$ cat src/rtl/constraint_counter_pool_ctrl_if.sv
// ----------------------------------------------------------------------------
// constraint_counter_pool_ctrl_if
// Bundles the per-requester control and status vectors of the bounded-repetition
// counter pool.
//   en      : engine enable (0 freezes counts and allocation)
//   start   : per-requester entry pulse, claims or restarts a counter
//   inc     : per-requester repetition pulse
//   clr     : per-requester abort, releases the counter
//   owned   : requester currently holds a counter
//   out     : range match for the requester's count
//   denied  : start not granted this cycle
//   free_n  : number of idle counters
// master = NFA engine side, slave = pool controller side.
// ----------------------------------------------------------------------------
interface constraint_counter_pool_ctrl_if #(
   parameter int NREQ = 4,
   parameter int NCNT = 2
);
   logic                        en;
   logic [NREQ-1:0]             start;
   logic [NREQ-1:0]             inc;
   logic [NREQ-1:0]             clr;
   logic [NREQ-1:0]             owned;
   logic [NREQ-1:0]             out;
   logic [NREQ-1:0]             denied;
   logic [$clog2(NCNT+1)-1:0]   free_n;

   modport master (output en, start, inc, clr,
                   input  owned, out, denied, free_n);
   modport slave  (input  en, start, inc, clr,
                   output owned, out, denied, free_n);
endinterface

$ cat src/rtl/constraint_counter_pool_ctrl.sv
// ----------------------------------------------------------------------------
// constraint_counter_pool_ctrl
// Shares NCNT bounded-repetition counters among NREQ {M,N} quantifier blocks.
// A requester claims a counter on start (round-robin, one grant per cycle),
// its inc pulses are counted, and out reports the range match selected by G.
// A counter returns to the pool on clr or on overflow past N.
// Ports:
//   clk  : clock, rising edge
//   rst  : asynchronous reset, active-low
//   pool : slave modport of constraint_counter_pool_ctrl_if
// ----------------------------------------------------------------------------
module constraint_counter_pool_ctrl #(
   parameter int NREQ = 4,
   parameter int NCNT = 2,
   parameter int K    = 4,
   parameter int M    = 8,
   parameter int N    = 8,
   parameter int G    = 1
) (
   input  logic                          clk,
   input  logic                          rst,
   constraint_counter_pool_ctrl_if.slave pool
);
   localparam int IW = $clog2(NREQ);
   localparam int FW = $clog2(NCNT + 1);
   localparam logic [K-1:0] M_K = K'(M);
   localparam logic [K-1:0] N_K = K'(N);

   typedef enum logic {IDLE = 1'b0, BUSY = 1'b1} cstate_e;

   cstate_e        st_q  [NCNT];
   cstate_e        st_d  [NCNT];
   logic [IW-1:0]  own_q [NCNT];
   logic [IW-1:0]  own_d [NCNT];
   logic [K-1:0]   cnt_q [NCNT];
   logic [K-1:0]   cnt_d [NCNT];
   logic [IW-1:0]  rr_q, rr_d;

   logic [NREQ-1:0] owned_v, new_start, gnt_v, out_v;
   logic [K-1:0]    req_cnt [NREQ];
   logic [FW-1:0]   idle_n;
   logic            any_idle, found;
   logic [IW-1:0]   win;

   function automatic logic [K-1:0] sat_inc(input logic [K-1:0] v);
      return (v == {K{1'b1}}) ? v : v + 1'b1;
   endfunction

   function automatic logic in_range(input logic [K-1:0] v);
      case (G)
         0:       return (v <= N_K);
         2:       return (v >= M_K);
         default: return (v >= M_K) && (v <= N_K);
      endcase
   endfunction

   // Requester view of the registered pool: who owns what, and how many idle.
   always_comb begin
      owned_v = '0;
      idle_n  = '0;
      for (int r = 0; r < NREQ; r++) req_cnt[r] = '0;
      for (int c = 0; c < NCNT; c++) begin
         if (st_q[c] == BUSY) begin
            owned_v[own_q[c]] = 1'b1;
            req_cnt[own_q[c]] = cnt_q[c];
         end else begin
            idle_n = idle_n + FW'(1);
         end
      end
   end

   assign any_idle = (idle_n != '0);

   // Round-robin search from rr over requesters that start without owning.
   always_comb begin
      int idx;
      new_start = pool.en ? (pool.start & ~owned_v) : '0;
      found     = 1'b0;
      win       = '0;
      idx       = 0;
      for (int k = 0; k < NREQ; k++) begin
         idx = int'(rr_q) + k;
         if (idx >= NREQ) idx = idx - NREQ;
         if (!found && new_start[idx]) begin
            found = 1'b1;
            win   = IW'(idx);
         end
      end
      gnt_v = '0;
      if (found && any_idle) gnt_v[win] = 1'b1;
   end

   always_comb begin
      for (int r = 0; r < NREQ; r++) out_v[r] = owned_v[r] && in_range(req_cnt[r]);
   end

   assign pool.owned  = owned_v;
   assign pool.out    = out_v;
   assign pool.denied = new_start & ~gnt_v;
   assign pool.free_n = idle_n;

   // Next state. Grants only look at counters idle in the registered state,
   // so a counter released this cycle cannot be handed out until the next one.
   always_comb begin
      logic taken;
      taken = 1'b0;
      rr_d  = rr_q;
      for (int c = 0; c < NCNT; c++) begin
         st_d[c]  = st_q[c];
         own_d[c] = own_q[c];
         cnt_d[c] = cnt_q[c];
      end
      if (pool.en) begin
         for (int c = 0; c < NCNT; c++) begin
            if (st_q[c] == BUSY) begin
               // start > clr > inc for the owning requester
               if (pool.start[own_q[c]]) begin
                  cnt_d[c] = '0;
               end else if (pool.clr[own_q[c]]) begin
                  st_d[c]  = IDLE;
                  own_d[c] = '0;
                  cnt_d[c] = '0;
               end else if (pool.inc[own_q[c]]) begin
                  if ((G != 2) && (cnt_q[c] == N_K)) begin
                     st_d[c]  = IDLE;
                     own_d[c] = '0;
                     cnt_d[c] = '0;
                  end else begin
                     cnt_d[c] = sat_inc(cnt_q[c]);
                  end
               end
            end else if (found && !taken) begin
               st_d[c]  = BUSY;
               own_d[c] = win;
               cnt_d[c] = '0;
               taken    = 1'b1;
            end
         end
         if (found && any_idle) rr_d = (win == IW'(NREQ - 1)) ? '0 : win + 1'b1;
      end
   end

   always_ff @(posedge clk or negedge rst) begin
      if (!rst) begin
         for (int c = 0; c < NCNT; c++) begin
            st_q[c]  <= IDLE;
            own_q[c] <= '0;
            cnt_q[c] <= '0;
         end
         rr_q <= '0;
      end else begin
         for (int c = 0; c < NCNT; c++) begin
            st_q[c]  <= st_d[c];
            own_q[c] <= own_d[c];
            cnt_q[c] <= cnt_d[c];
         end
         rr_q <= rr_d;
      end
   end
endmodule
$ cat src/flat_wrapper.sv
// flat-port wrapper written by rule: the top's interface ports become plain ports
module constraint_counter_pool_ctrl_flat 
#(
   parameter int NREQ = 4,
   parameter int NCNT = 2,
   parameter int K    = 4,
   parameter int M    = 8,
   parameter int N    = 8,
   parameter int G    = 1
)
  (clk, rst, pool_en, pool_start, pool_inc, pool_clr, pool_owned, pool_out, pool_denied, pool_free_n);
  constraint_counter_pool_ctrl_if #(.NREQ(NREQ), .NCNT(NCNT)) pool_i ();
  input  logic clk;
  input  logic rst;
  input wire logic [$bits(pool_i.en)-1:0] pool_en;
  input wire logic [$bits(pool_i.start)-1:0] pool_start;
  input wire logic [$bits(pool_i.inc)-1:0] pool_inc;
  input wire logic [$bits(pool_i.clr)-1:0] pool_clr;
  output wire logic [$bits(pool_i.owned)-1:0] pool_owned;
  output wire logic [$bits(pool_i.out)-1:0] pool_out;
  output wire logic [$bits(pool_i.denied)-1:0] pool_denied;
  output wire logic [$bits(pool_i.free_n)-1:0] pool_free_n;
  assign pool_i.en = pool_en;
  assign pool_i.start = pool_start;
  assign pool_i.inc = pool_inc;
  assign pool_i.clr = pool_clr;
  assign pool_owned = pool_i.owned;
  assign pool_out = pool_i.out;
  assign pool_denied = pool_i.denied;
  assign pool_free_n = pool_i.free_n;
  constraint_counter_pool_ctrl #(.NREQ(NREQ), .NCNT(NCNT), .K(K), .M(M), .N(N), .G(G)) u_core (.clk(clk), .rst(rst), .pool(pool_i));
endmodule
$ cat config.mk
export PLATFORM = sky130hd
export DESIGN_NAME = constraint_counter_pool_ctrl_flat
export DESIGN_NICKNAME = d
export VERILOG_FILES = /design/src/rtl/constraint_counter_pool_ctrl_if.sv /design/src/rtl/constraint_counter_pool_ctrl.sv /design/src/flat_wrapper.sv
export SDC_FILE = /design/constraint.sdc
export NUM_CORES = 1
export LEC_CHECK = 0
export CAP_MARGIN = 20
export CORE_MARGIN = 2
export CORE_UTILIZATION = 52
export DETAILED_ROUTE_END_ITERATION = 16
export PLACE_DENSITY = 0.8
export SETUP_SLACK_MARGIN = 0.2
export SYNTH_ARGS = -nofsm -noshare
export SYNTH_HDL_FRONTEND = slang
export SYNTH_SLANG_ARGS = --single-unit
export TNS_END_PERCENT = 30
$ cat constraint.sdc
create_clock -name clk -period 2.3 [get_ports clk]
set_input_delay 0.23 -clock clk [delete_from_list [all_inputs] [get_ports clk]]
set_output_delay 0.23 -clock clk [all_outputs]
set_load 0.005 [all_outputs]
# == Yosys cells after proc, flatten, opt, wreduce, memory -nomap -nowiden ==
# Cells that the tools add are included.
# classes
bitwise,8
n_lt_le_gt_ge,26
reduce_logical,30
n_mux,96
n_eq_ne,15
addsub,11
# op_table
cell,n
32-bit by 4-bit less-than comparator with 1-bit output (second input constant),4
32-bit 2-to-1 mux,4
32-bit by 4-bit >= comparator with 1-bit output (second input constant),3
32-bit by 4-bit subtractor with 32-bit output (second input constant),3
4-bit 2-to-1 mux,20
1-bit 2-to-1 mux,36
2-bit 2-to-1 mux,18
16-bit 2-to-1 mux,2
1-bit binary-select mux with 2-bit select,10
1-bit logical AND,18
16-bit bitwise AND,1
16-bit bitwise mux,1
4-bit demux with 2-bit select,2
4-bit == test (second input constant),4
4-bit >= comparator (second input constant),4
4-bit less-or-equal comparator (second input constant),4
3-bit != test (second input constant),4
5-bit != test (second input constant),2
5-bit AND reduction,2
2-bit by 3-bit less-than comparator with 1-bit output (second input constant),3
4-bit by 1-bit adder with 4-bit output (second input constant),2
4-bit bitwise AND,2
4-bit != test (second input constant),2
4-bit inverter,2
other kinds (18),33
# totals
out_inout_bits,14
inputBits,15
reg_bits,16
elab_cells,193

# == Logic depth before layout (Yosys ltp) ==
# logic_depth
word_depth,30
depth_mapped,10
mapped_depth_nobuf,8

# == Worst setup path before layout ==
# OpenSTA, ideal clock, no wires.
# synth_timing
path_kind,register to register
start,reg u_core.own_q[0] (netlist bit)
end,reg u_core.rr_q[1]
stages_incl_launch_ff,11
required_time_ns,2.175
setup_time_ns,0.125
t_arrival_ns,2.002
slack_ns,0.174
synth_period_minus_slack_ns,2.126
path_buffers,2
path_cell_list,dfrtp_1 -> buf_6 -> or3b_1 -> buf_6 -> nand4_2 -> nor2_2 -> o21ai_2 -> o221ai_2 -> inv_1 -> ha_1 -> mux2_2
# synth_between
elab_chain_cells,24
word_cells_on_any_way,41
classes_between,add/sub (1); order compare (2); eq/ne (1); mux (25); bitwise (3); reduce/logical (9)
# synth_lines
element,line,source
"start, declared",constraint_counter_pool_ctrl.sv:33,logic [IW-1:0] own_q [NCNT];
"start signal, assigned by index",constraint_counter_pool_ctrl.sv:154,own_q[c] <= own_d[c];
2-bit by 3-bit less-than comparator with 1-bit output (implied by the code) / 2-bit by 1-bit >= comparator with 1-bit output (equally long branches),constraint_counter_pool_ctrl.sv:64,owned_v[own_q[c]] = 1'b1;
1-bit logical AND (implied by the code),constraint_counter_pool_ctrl.sv:64,
1-bit 2-to-1 mux (implied by the code),constraint_counter_pool_ctrl.sv:64,
1-bit demux with 2-bit select *,--,
4-bit OR (no line) *,--,
4-bit 2-to-1 mux *,constraint_counter_pool_ctrl.sv:63,if (st_q[c] == BUSY) begin
4-bit inverter *,constraint_counter_pool_ctrl.sv:77,new_start = pool.en ? (pool.start & ~owned_v) : '0;
4-bit bitwise AND *,constraint_counter_pool_ctrl.sv:77,
[... 8 more ...],--,
1-bit zero test,constraint_counter_pool_ctrl.sv:84,if (!found && new_start[idx]) begin
1-bit logical AND,constraint_counter_pool_ctrl.sv:84,
1-bit 2-to-1 mux,constraint_counter_pool_ctrl.sv:84,
1-bit zero test,constraint_counter_pool_ctrl.sv:84,
1-bit logical AND,constraint_counter_pool_ctrl.sv:84,
2-bit 2-to-1 mux / 1-bit 2-to-1 mux (equally long branches),constraint_counter_pool_ctrl.sv:84,
2-bit by 1-bit adder with 2-bit output (tied with other cells),constraint_counter_pool_ctrl.sv:139,if (found && any_idle) rr_d = (win == IW'(NREQ - 1)) ? '0 : win + 1'b1;
2-bit 2-to-1 mux / 2-bit AND reduction (equally long branches),--,
"end signal, assigned",constraint_counter_pool_ctrl.sv:157,rr_q <= rr_d;
"end, declared",constraint_counter_pool_ctrl.sv:37,"logic [IW-1:0] rr_q, rr_d;"
# Every way passes the cells marked *; elsewhere a longest branch is shown, timed or not. The select of a mux whose other input is x is not followed.
# A chain may end at the register's enable or synchronous reset.

# == Worst setup path in the final report ==
# layout_timing
start,reg u_core.st_q[1] (netlist bit)
end,out pool_denied[0]
# layout_between
elab_chain_cells,26
word_cells_on_any_way,45
classes_between,add/sub (1); order compare (2); mux (28); bitwise (5); reduce/logical (9)
# layout_lines
element,line,source
"start, declared",constraint_counter_pool_ctrl.sv:31,cstate_e st_q [NCNT];
"start signal, assigned by index",constraint_counter_pool_ctrl.sv:153,st_q[c] <= st_d[c];
4-bit 2-to-1 mux,constraint_counter_pool_ctrl.sv:63,
4-bit OR (no line),--,
4-bit 2-to-1 mux,constraint_counter_pool_ctrl.sv:63,
4-bit inverter,constraint_counter_pool_ctrl.sv:77,
4-bit bitwise AND,constraint_counter_pool_ctrl.sv:77,
4-bit 2-to-1 mux,constraint_counter_pool_ctrl.sv:77,
1-bit binary-select mux with 2-bit select,constraint_counter_pool_ctrl.sv:84,
1-bit 2-to-1 mux (implied by the code) (2 in series),constraint_counter_pool_ctrl.sv:84,
[... 9 more ...],--,
2-bit 2-to-1 mux,constraint_counter_pool_ctrl.sv:84,
2-bit by 3-bit less-than comparator with 1-bit output (implied by the code) / 2-bit by 1-bit >= comparator with 1-bit output (equally long branches),constraint_counter_pool_ctrl.sv:90,if (found && any_idle) gnt_v[win] = 1'b1;
1-bit logical AND (implied by the code),constraint_counter_pool_ctrl.sv:90,
1-bit 2-to-1 mux (implied by the code),constraint_counter_pool_ctrl.sv:90,
1-bit demux with 2-bit select,--,
4-bit 2-to-1 mux,constraint_counter_pool_ctrl.sv:90,
4-bit inverter,constraint_counter_pool_ctrl.sv:99,assign pool.denied = new_start & ~gnt_v;
4-bit bitwise AND *,constraint_counter_pool_ctrl.sv:99,
"end, declared",flat_wrapper.sv:21,output wire logic [$bits(pool_i.denied)-1:0] pool_denied;
# Marked as above.

==> impl_results.html <==
<table>
<tr><th>Metric</th><th>Value</th></tr>
<tr><th colspan="2">Placed design</th></tr>
<tr><td>Port Buffer Count</td><td>28</td></tr>
<tr><td>Placed inst area</td><td>2080 um2</td></tr>
<tr><td>Post-Place Cells</td><td>259</td></tr>
<tr><td>HPWL after detailed placement</td><td>3560 um</td></tr>
<tr><td>Final weighted congestion in routability-driven placement</td><td>0.874</td></tr>
<tr><th colspan="2">Floorplan</th></tr>
<tr><td>Vertical die dimension</td><td>58.5 um</td></tr>
<tr><td>Row count</td><td>19</td></tr>
<tr><td>Chip Width</td><td>58.5 um</td></tr>
<tr><td>Initial core utilization</td><td>55.5%</td></tr>
<tr><td>Number of ports placed on the die boundary</td><td>29</td></tr>
<tr><td>Die outline area</td><td>3420 um2</td></tr>
<tr><td>CORE AREA</td><td>2780 um2</td></tr>
<tr><th colspan="2">Routing</th></tr>
<tr><td>Number of nets still failing antenna checks after routing</td><td>0</td></tr>
<tr><td>Post-detailed-route DRC marker count</td><td>0</td></tr>
<tr><td>Post-DR vias/cell</td><td>6.65</td></tr>
<tr><td>Iteration-0 DRC count of the detailed router</td><td>198</td></tr>
<tr><td>Drt total wl</td><td>5840 um</td></tr>
<tr><td>Via count</td><td>1,822</td></tr>
<tr><td>Wire length per cell after detailed routing</td><td>21.3 um</td></tr>
<tr><td>Total iterations of the first detailed-routing run</td><td>5</td></tr>
<tr><th colspan="2">Final layout</th></tr>
<tr><td>Sequential cell area in the final layout</td><td>400 um2</td></tr>
<tr><td>Leading cell type in the layout, fill and taps excluded</td><td>sky130_fd_sc_hd__buf_4</td></tr>
<tr><td>Leading cell types in the layout, fill and taps excluded</td><td>35 x sky130_fd_sc_hd__buf_4, 17 x sky130_fd_sc_hd__clkdlybuf4s50_1, 16 x sky130_fd_sc_hd__dfrtp_1, 13 x sky130_fd_sc_hd__nand2_1</td></tr>
<tr><td>Final Cell Area</td><td>2400 um2</td></tr>
<tr><td>Relative area change from synthesis to final layout</td><td>55.3%</td></tr>
<tr><td>N_diodes</td><td>0</td></tr>
<tr><td>Total area of multi-input combinational cells</td><td>1230 um2</td></tr>
<tr><td>Final std cells w/o fill</td><td>274</td></tr>
<tr><td>Fill cell total of the finished layout</td><td>143</td></tr>
<tr><td>Share of post-route cells with drive strength above 1</td><td>42.0%</td></tr>
<tr><td>Count of nets after finishing</td><td>269</td></tr>
<tr><th colspan="2">Job</th></tr>
<tr><td>MaxCap Viol Count</td><td>0</td></tr>
<tr><th colspan="2">STA</th></tr>
<tr><td>Transition time at the pin with the least slew margin</td><td>0.730 ns</td></tr>
<tr><td>Final worst path period need</td><td>2.49 ns</td></tr>
<tr><td>Pins Over Slew Limit</td><td>0</td></tr>
<tr><td>Number of setup violations in the final report</td><td>4</td></tr>
<tr><td>Maximum clock frequency</td><td>402 MHz</td></tr>
<tr><td>Worst clock skew on the final layout</td><td>0.00899 ns</td></tr>
<tr><td>Endpoints failing hold</td><td>0</td></tr>
<tr><td>Share of the cycle needed by the critical path after routing</td><td>108%</td></tr>
<tr><td>Unrepaired setup endpoints after global routing</td><td>yes</td></tr>
<tr><td>Worst relative slew slack</td><td>51.2%</td></tr>
<tr><td>Final setup margin</td><td>-0.190 ns</td></tr>
<tr><th colspan="2">Yosys</th></tr>
<tr><td>Syn avg cell area</td><td>8.82 um2</td></tr>
<tr><td>Async set-or-reset flop fraction in the synthesized netlist</td><td>100%</td></tr>
<tr><td>EDFF count, synth</td><td>0</td></tr>
<tr><td>Net count of the mapped netlist</td><td>200</td></tr>
<tr><td>Most common flop cell mapped by yosys</td><td>sky130_fd_sc_hd__dfrtp_1</td></tr>
<tr><td>Post-Syn Instances</td><td>175</td></tr>
<tr><td>Post-Syn Area</td><td>1540 um2</td></tr>
<tr><td>Sequential share of the synthesized area</td><td>25.9%</td></tr>
<tr><td>Number of unique standard cell types used by synthesis</td><td>44</td></tr>
<tr><td>Yosys warnings</td><td>0</td></tr>
<tr><td>Synth Register Bits</td><td>16</td></tr>
<tr><th colspan="2">GRT</th></tr>
<tr><td>Number of antenna violations at the first check in global routing</td><td>0</td></tr>
<tr><td>Global-route wire length before repair</td><td>8600 um</td></tr>
<tr><td>Global routing usage summed across all routing layers</td><td>32.9%</td></tr>
<tr><td>Vias in the first global route</td><td>1,874</td></tr>
<tr><td>Maximum number of pins on one net before global-route repair</td><td>17</td></tr>
<tr><td>Gr ovfl total</td><td>0</td></tr>
<tr><th colspan="2">CTS</th></tr>
<tr><td>Number of buffers added to fix hold violations after cts</td><td>0</td></tr>
<tr><td>Clock tree from TritonCTS</td><td>built</td></tr>
<tr><td>Worst skew pair latency</td><td>0.30 ns</td></tr>
<tr><td>Total clock buffers created by CTS</td><td>3</td></tr>
<tr><td>Clock transition at path regs</td><td>0.10 ns</td></tr>
<tr><td>Worst-case clock buffer depth</td><td>2</td></tr>
<tr><td>Total number of clock tree sinks</td><td>16</td></tr>
<tr><td>Number of levels the H-tree was split into</td><td>1</td></tr>
<tr><td>Root Buffer</td><td>sky130_fd_sc_hd__clkbuf_4</td></tr>
<tr><th colspan="2">Setup path</th></tr>
<tr><td>Required time at the endpoint of the critical path</td><td>2.07 ns</td></tr>
<tr><td>Critical path fanouts, max</td><td>4</td></tr>
<tr><td>Critical Path AT</td><td>2.26 ns</td></tr>
<tr><td>Start-to-end type of the worst setup path</td><td>flop to primary output</td></tr>
<tr><td>Critical Path Sink Type</td><td>primary output</td></tr>
<tr><td>Setup crit start kind</td><td>flop</td></tr>
<tr><th colspan="2">Status</th></tr>
<tr><td>Result of the run</td><td>complete, but fails checks</td></tr>
<tr><td>Violated checks</td><td>negative setup slack</td></tr>
<tr><th colspan="2">Power</th></tr>
<tr><td>Maximum vdd drop</td><td>0.941 mV</td></tr>
<tr><td>Leakage power summed over all cells</td><td>1.03 nW</td></tr>
<tr><td>Power density cells</td><td>1080 nW/um2</td></tr>
<tr><th colspan="2">Min path</th></tr>
<tr><td>Class of the worst hold path</td><td>input port to asynchronous set/reset pin</td></tr>
</table>
==> flip-flops by register name, indices dropped and copies added (netlist names) <==
name,flops
u_core.st_q,2
u_core.own_q,4
u_core.cnt_q,8
u_core.rr_q,2
==> synthesized netlist by cell type, types with 2 or more instances <==
cell	count	share of area, %
sky130_fd_sc_hd__dfrtp_1	16	26
sky130_fd_sc_hd__o21ai_1	7	2.3
sky130_fd_sc_hd__nand2_1	15	3.6
sky130_fd_sc_hd__nand4_1	6	2.4
sky130_fd_sc_hd__nand4_2	2	1.6
sky130_fd_sc_hd__nand2b_1	3	1.2
sky130_fd_sc_hd__o31ai_1	4	1.9
sky130_fd_sc_hd__nor3_1	3	0.97
sky130_fd_sc_hd__o221ai_2	2	1.9
sky130_fd_sc_hd__o21ai_0	11	3.6
sky130_fd_sc_hd__ha_1	10	8.1
sky130_fd_sc_hd__inv_1	15	3.6
sky130_fd_sc_hd__o211ai_2	2	1.6
sky130_fd_sc_hd__buf_2	5	1.6
sky130_fd_sc_hd__nand3b_1	4	1.9
sky130_fd_sc_hd__a21oi_1	11	3.6
sky130_fd_sc_hd__nand3_1	13	4.2
sky130_fd_sc_hd__o21ai_2	2	1.1
sky130_fd_sc_hd__o2bb2ai_1	2	1.1
sky130_fd_sc_hd__nor2_1	10	2.4
sky130_fd_sc_hd__buf_6	3	2.2
sky130_fd_sc_hd__mux4_2	6	8.8
sky130_fd_sc_hd__mux2_2	2	1.5
==> where the power goes <==
part / internal (mW) / leakage (nW) / switching [mW]
registers: 0.361 / 0.209 / 0.128
clock network: 0.0965 / 0.0210 / 0.0967
logic: 0.908 / 0.795 / 0.999
total: 1.37 / 1.03 / 1.22
==> logic make-up after synthesis <==
group / after synthesis / share of synthesized area [%]
AO/OA/AOI/OAI: 50 / 23.5
AND/OR/NAND/NOR: 67 / 24.2
flip-flops: 16 / 25.9
adder cells (fa/ha/maj): 10 / 8.10
buffers and inverters: 23 / 7.45
multiplexers: 9 / 10.9
==> final timing paths <==
path                            slack [ns]                          end  depth (start not counted)                        start
worst max-delay path                 -0.19               pool_denied[0]                          9   u_core.st_q[1]$_DFFE_PN0P_
worst min-delay path                  0.35  u_core.cnt_q[6]$_DFFE_PN0P_                          1                          rst
worst max register to register        0.12   u_core.rr_q[0]$_DFFE_PN0P_                          9   u_core.st_q[1]$_DFFE_PN0P_
worst min register to register        0.55  u_core.cnt_q[0]$_DFFE_PN0P_                          1  u_core.cnt_q[0]$_DFFE_PN0P_
max in group asynchronous             1.48   u_core.rr_q[1]$_DFFE_PN0P_                          1                          rst
min in group clk                      0.55  u_core.cnt_q[0]$_DFFE_PN0P_                          1  u_core.cnt_q[0]$_DFFE_PN0P_
==> worst max-delay path, cell delays in order (launching register included) <==
cell and delay [ns]:
sky130_fd_sc_hd__dfrtp_1 0.44, sky130_fd_sc_hd__or3b_4 0.44, sky130_fd_sc_hd__nand4_4 0.15, sky130_fd_sc_hd__nor2_2 0.06, sky130_fd_sc_hd__nor2_2 0.19, sky130_fd_sc_hd__o221ai_4 0.14
sky130_fd_sc_hd__buf_6 0.15, sky130_fd_sc_hd__ha_4 0.15, sky130_fd_sc_hd__a21oi_2 0.12, sky130_fd_sc_hd__buf_2 0.12
==> routing by layer <==
metal / GRT usage, % / vias up / wire [um]
met5: 0 / - / 0
met4: 18.9 / 0 / 301
met3: 7.47 / 35 / 411
met2: 58.4 / 130 / 3090
met1: 35.5 / 865 / 2030
li1: - / 792 / -
==> what timing repair did <==
item	4_1_cts	5_1_grt
resized for setup	51	19
buffers inserted	8	3
setup endpoints to repair	13	13
pin swaps	17	15
==> per-stage QoR <==
stage | setup slack [ns] | utilization [%] | hold slack (ns) | TNS (ns) | power (mW)
5_1_grt | -0.255 | 86.2 | 0.414 | -0.819 | 2.72
6_report | -0.190 | 86.2 | 0.354 | -0.530 | 2.59
4_1_cts | -0.136 | 81.6 | 0.382 | -0.279 | 2.31
3_3_place_gp | -0.224 | 74.9 | 0.522 | -0.815 | 1.86
2_1_floorplan | 0.204 | - | -0.0656 | 0 | 1.37
3_5_place_dp | -0.403 | 74.9 | 0.529 | -1.30 | 1.93
==> cell type report <==
type / count / share of cell area, %
Clock buffer: 4 / 1.51
Inverter: 15 / 2.61
Multi-Input combinational cell: 136 / 51.4
Sequential cell: 16 / 16.7
Tap cell: 31 / 1.62
Timing Repair Buffer: 72 / 26.2
(Power assumes the default switching activity.)
